File: src/rtl/pc_update_unit.sv
// pc_update_unit: program-counter stage of the 8-bit single-cycle CPU.
// Holds the architectural PC, computes the sequential and redirect targets,
// and freezes the PC while memory asserts busywait. The next-PC decision
// made on the edge that enters a stall is buffered in r_hold and applied
// on the edge where busywait falls.
// Optional build macro: PC_STALL_COUNT_EN enables a saturating stall-cycle
// counter on o_stallCount; without it the output is tied to zero.

module pc_update_unit #(
    parameter logic [31:0] RESET_VECTOR = 32'h0000_0000,
    parameter int          CNT_W        = 32
) (
    input  logic             i_clk,
    input  logic             i_reset,
    input  logic [31:0]      i_offset,
    input  logic             i_jump,
    input  logic             i_branchEq,
    input  logic             i_branchNe,
    input  logic             i_zero,
    input  logic             i_busywait,
    output logic [31:0]      o_pc,
    output logic [31:0]      o_pcPlus4,
    output logic [31:0]      o_target,
    output logic             o_redirect,
    output logic             o_stalled,
    output logic [CNT_W-1:0] o_instrCount,
    output logic [CNT_W-1:0] o_stallCount
);

    typedef enum logic [1:0] {
        BOOT  = 2'd0,
        RUN   = 2'd1,
        STALL = 2'd2
    } state_t;

    state_t             r_state;
    state_t             w_stateNext;
    logic [31:0]        r_pc;
    logic [31:0]        r_hold;
    logic [CNT_W-1:0]   r_instrCount;
    logic               r_stalled;
    logic [31:0]        w_pcPlus4;
    logic [31:0]        w_offsetWords;
    logic [31:0]        w_target;
    logic               w_redirect;
    logic [31:0]        w_nextPc;

    // Sequential and redirect targets; the shifted offset loses its top two bits.
    always_comb begin
        w_pcPlus4     = r_pc + 32'd4;
        w_offsetWords = i_offset << 2;
        w_target      = w_pcPlus4 + w_offsetWords;
        w_redirect    = i_jump | (i_branchEq & i_zero) | (i_branchNe & ~i_zero);
        w_nextPc      = w_redirect ? w_target : w_pcPlus4;
    end

    // State register; reset always returns to BOOT, discarding any stall.
    always_ff @(posedge i_clk) begin
        if (i_reset) begin
            r_state <= BOOT;
        end else begin
            r_state <= w_stateNext;
        end
    end

    // Next-state logic: BOOT lasts one edge, RUN and STALL follow busywait.
    always_comb begin
        w_stateNext = r_state;
        case (r_state)
            BOOT:    w_stateNext = RUN;
            RUN:     w_stateNext = i_busywait ? STALL : RUN;
            STALL:   w_stateNext = i_busywait ? STALL : RUN;
            default: w_stateNext = BOOT;
        endcase
    end

    // PC, hold buffer and retired-instruction counter.
    always_ff @(posedge i_clk) begin
        if (i_reset) begin
            r_pc         <= RESET_VECTOR;
            r_hold       <= 32'd0;
            r_instrCount <= '0;
        end else begin
            case (r_state)
                RUN: begin
                    if (i_busywait) begin
                        r_hold <= w_nextPc;
                    end else begin
                        r_pc         <= w_nextPc;
                        r_instrCount <= r_instrCount + CNT_W'(1);
                    end
                end
                STALL: begin
                    if (!i_busywait) begin
                        r_pc         <= r_hold;
                        r_instrCount <= r_instrCount + CNT_W'(1);
                    end
                end
                default: begin
                end
            endcase
        end
    end

    // Registered stall flag, high exactly while the FSM sits in STALL.
    always_ff @(posedge i_clk) begin
        if (i_reset) begin
            r_stalled <= 1'b0;
        end else begin
            r_stalled <= (w_stateNext == STALL);
        end
    end

`ifdef PC_STALL_COUNT_EN
    logic [CNT_W-1:0] r_stallCount;

    // Saturating count of edges spent waiting on memory.
    always_ff @(posedge i_clk) begin
        if (i_reset) begin
            r_stallCount <= '0;
        end else if ((r_state == RUN || r_state == STALL) && i_busywait
                     && (r_stallCount != {CNT_W{1'b1}})) begin
            r_stallCount <= r_stallCount + CNT_W'(1);
        end
    end

    assign o_stallCount = r_stallCount;
`else
    assign o_stallCount = '0;
`endif

    assign o_pc         = r_pc;
    assign o_pcPlus4    = w_pcPlus4;
    assign o_target     = w_target;
    assign o_redirect   = w_redirect;
    assign o_stalled    = r_stalled;
    assign o_instrCount = r_instrCount;

endmodule

File: config.mk
export PLATFORM = sky130hd
export DESIGN_NAME = pc_update_unit
export DESIGN_NICKNAME = d
export VERILOG_FILES = /design/src/rtl/pc_update_unit.sv
export SDC_FILE = /design/constraint.sdc
export NUM_CORES = 1
export LEC_CHECK = 0
export BUFFER_PORTS_ARGS = -buffer_cell sky130_fd_sc_hd__buf_2
export CORE_ASPECT_RATIO = 0.8
export CORE_UTILIZATION = 54
export CTS_BUF_LIST = sky130_fd_sc_hd__clkbuf_8
export DETAILED_ROUTE_END_ITERATION = 7
export PLACE_DENSITY = 0.83
export SKIP_LAST_GASP = 1
export SLEW_MARGIN = 20
export SYNTH_ARGS = -nofsm -noshare
export SYNTH_HDL_FRONTEND = slang
export SYNTH_SLANG_ARGS = --single-unit
File: constraint.sdc
create_clock -name i_clk -period 4.4 [get_ports i_clk]
set_input_delay 0.44 -clock i_clk [delete_from_list [all_inputs] [get_ports i_clk]]
set_output_delay 0.44 -clock i_clk [all_outputs]
set_load 0.05 [all_outputs]
==> flow_metrics.py <==
metrics = {
    "clock_network": {
        "clock_latency_ps": 370,
        "cts_buffer_depth": 2,
        "numCtsBuffers": 9,
        "htreeDepth": 3,
        "tritoncts": "yes",
        "clockRootBuffer": "clkbuf_8",
        "clk_pin_slew_ps": 90,
        "cts_num_sinks": 99,
    },
    "routing": {
        "drt-pass1-iter-count": 6,
        "drc": 0,
        "postRouteAntennaNets": 0,
        "via_per_inst": 5.59,
        "wirelength_um": 18800,
        "wl_per_cell_um": 15.6,
        "via_count": 6710,
        "drt_iter0_drc": 496,
    },
    "synthesis": {
        "synthTopCellsByArea": "dfxtp_1, ha_1, nor2_1",
        "synthCells": 878,
        "synth_commonest_cells": "nor2_1, nand2_1, dfxtp_1, a21oi_1, o21ai_0",
        "yosys_most_used_dff": "dfxtp_1",
        "synth-edff-count": 0,
        "yosysTopAreaCell": "dfxtp_1",
        "syn_area_per_cell_um2": 7.78,
        "syn_area_um2": 6830,
        "ys_seq_elements": 99,
        "synth.top_cell.area_share": 0.290,
        "ys_seq_area_frac": 0.290,
        "ys_async_sr_fraction": 0,
        "synth_warnings": 0,
        "synth.most_common_cell": "nor2_1",
        "ys_types": 61,
    },
    "job": {
        "max_cap_violations": 0,
    },
    "power": {
        "ir_drop_mv": 0.245,
        "power_density_nw_per_um2": 353,
        "power_frac_seq": 0.346,
        "p_comb_frac": 0.455,
        "switching_share": 0.456,
        "p_int_uw": 1590,
        "power_frac_clock": 0.199,
        "p_leak_uw": 0.00386,
        "switching_power_uw": 1330,
    },
    "floorplan": {
        "rows": 36,
        "start_util": 0.558,
        "fp.dieW_um": 128,
        "die_area_um2": 13100,
        "design.core.area_um2": 12300,
        "fp.dieH_um": 103,
        "ios": 201,
    },
    "layout": {
        "n_fill_cell": 1100,
        "syn_to_final_growth_pct": 21.5,
        "final_area_um2": 8310,
        "diodes": 0,
        "ff_latch_area_um2": 2000,
        "drive_above_1_share": 0.281,
        "layout.nets": 1106,
        "multi_input_area_um2": 4840,
    },
    "worst_setup_path": {
        "path_max_fanout": 6,
        "arrival_ps": 3890,
        "worstSetupEndpointType": "output pin",
        "crit_family": "simple AND/OR/NAND/NOR gates",
        "cp.required_ps": 3960,
        "critical_path_buf_inv_count": 1,
        "path_class": "reg2out",
        "start_kind": "register",
        "crit_top_cell": "xor2_2",
        "slowest_delay_ps": 410,
        "slowest_stage": "dfxtp_2",
        "path_cells": "and4_2 > nand2_1 > nor3_1 > xor2_2 > ha_1 > a21oi_1 > o21ai_2 > or3_1 > nor3_4 > o31a_1 > xnor2_2 > xor2_2 > buf_4",
    },
    "global_routing": {
        "grt_max_degree": 79,
        "grtUsageTotal": 0.279,
        "grt_pass1_wl_um": 28800,
        "antenna_found_initial": 0,
        "globalRoute.totalOverflow": 0,
        "grt_pass1_vias": 5736,
    },
    "timing": {
        "slew_viol_final": 0,
        "holdWs_ps": 423,
        "setup_violations": 0,
        "fmax_mhz": 231,
        "hold_viol_final": 0,
        "period_needed_ps": 4330,
        "relSlewSlack": 0.303,
        "fin_skew_ps": 8.41,
        "fin_crit_sh": 0.983,
        "tightest_slew_ps": 1040,
        "rsz0062_at_grt": "yes",
    },
    "placed_design": {
        "port_buffers": 166,
        "place.gp.congestion": 0.891,
        "placed_cell_area_um2": 7910,
        "dp_hpwl_um": 14000,
    },
    "min_path": {
        "hp-class": "in2reg",
    },
    "run_status": {
        "status": "finished, final reports clean",
    },
}
==> layout by cell type (no fill, tap or decap), drive strengths merged, types with 6 or more instances in the layout <==
cell,synthesis,routed
a211oi,29,29
a21o,6,6
a21oi,65,65
a31oi,7,7
and2,9,9
and3,22,22
and4,7,7
buf,49,181
clkbuf,29,11
clkinv,1,6
conb,1,32
dfxtp,99,99
ha,42,42
inv,21,21
mux2i,15,15
nand2,103,103
nand2b,6,6
nand3,28,28
nand4,13,13
nor2,103,103
nor3,22,22
o211ai,13,13
o21ai,47,47
or3,10,10
xnor2,42,42
xor2,42,42
==> worst register-to-register path, stage by stage, from the launching register on <==
cell	delay, ps
dfxtp_2	410
and4_2	300
nand2_1	110
nor3_1	330
xor2_2	250
ha_1	360
a21oi_1	340
o21ai_2	130
or3_1	360
nor3_4	180
o31a_1	220
xnor2_2	170
buf_4	150
nand2_1	80
and4_1	230
a311o_1	300
==> sequential cells by signal (all words and copies together), names as in the netlist <==
signal / count
r_state: 2
r_hold: 32
o_stalled: 1
o_instrCount: 32
o_pc: 32
==> power groups by stage <==
stage	Combinational (uW)	Sequential (uW)	Clock [uW]
2_1_floorplan	938	1120	0
3_3_place_gp	1270	1030	0
3_5_place_dp	1280	1030	0
4_1_cts	1290	1010	600
5_1_grt	1410	1020	631
6_report	1330	1010	583
==> final cells by class <==
class / instances / area share
well taps: 171 / 0.0258
inverters: 22 / 0.00994
multi-input cells: 710 / 0.583
clock buffers: 10 / 0.0166
repair buffers: 182 / 0.117
clock inverters: 6 / 0.00663
flip-flops and latches: 99 / 0.241
==> logic make-up (layout without fill, tap and decap cells) <==
| kind of cell | after synthesis | in the layout | synth area share |
|---|---|---|---|
| DFF | 99 | 99 | 0.290 |
| other | 1 | 32 | 0.000549 |
| AOI/OAI and AO/OA | 198 | 198 | 0.190 |
| and+or+nand+nor | 334 | 334 | 0.226 |
| muxes | 19 | 19 | 0.0286 |
| adders and majority gates | 43 | 43 | 0.0798 |
| xor gates and xnor gates | 84 | 84 | 0.109 |
| buffers and inverters | 100 | 220 | 0.0763 |
==> routing by layer <==
layer | track usage | vias up | part of all wire
met3 | 0.0602 | 25 | 0.071
met1 | 0.379 | 3150 | 0.45
met4 | 0.0597 | 0 | 0.016
met5 | 0 | - | 0
li1 | - | 3285 | -
met2 | 0.459 | 250 | 0.46
==> final timing paths <==
check / start / end / slack, ps / cells after the start
setup / recovery: o_pc[9]$_SDFFE_PP0P_ / o_target[31] / 70 / 13
hold reg to reg: r_hold[9]$_SDFFE_PP0P_ / r_hold[9]$_SDFFE_PP0P_ / 460 / 2
hold / removal: i_busywait / r_state[1]$_SDFF_PP0_ / 420 / 3
setup reg to reg: o_pc[9]$_SDFFE_PP0P_ / r_hold[31]$_SDFFE_PP0P_ / 370 / 15
==> timing repair <==
item	CTS	global route
hold buffers	0	0
resized for setup	5	36
endpoints found under the setup margin	5	10
buffers inserted	0	4
pin swaps	0	6
==> stage by stage <==
stage	setup TNS (ps)	cells	total power [uW]	util	setup WS [ps]
final	0	1200	2930	0.678	73.2
after global routing	-209	1200	3060	0.678	-114
after CTS	-37.8	1196	2900	0.663	-37.8
after detailed placement	0	1180	2310	0.646	154
after global placement	0	1180	2290	0.646	242
after floorplan	-191	909	2050	-	-84.0
Power figures use the tool's default switching activity.
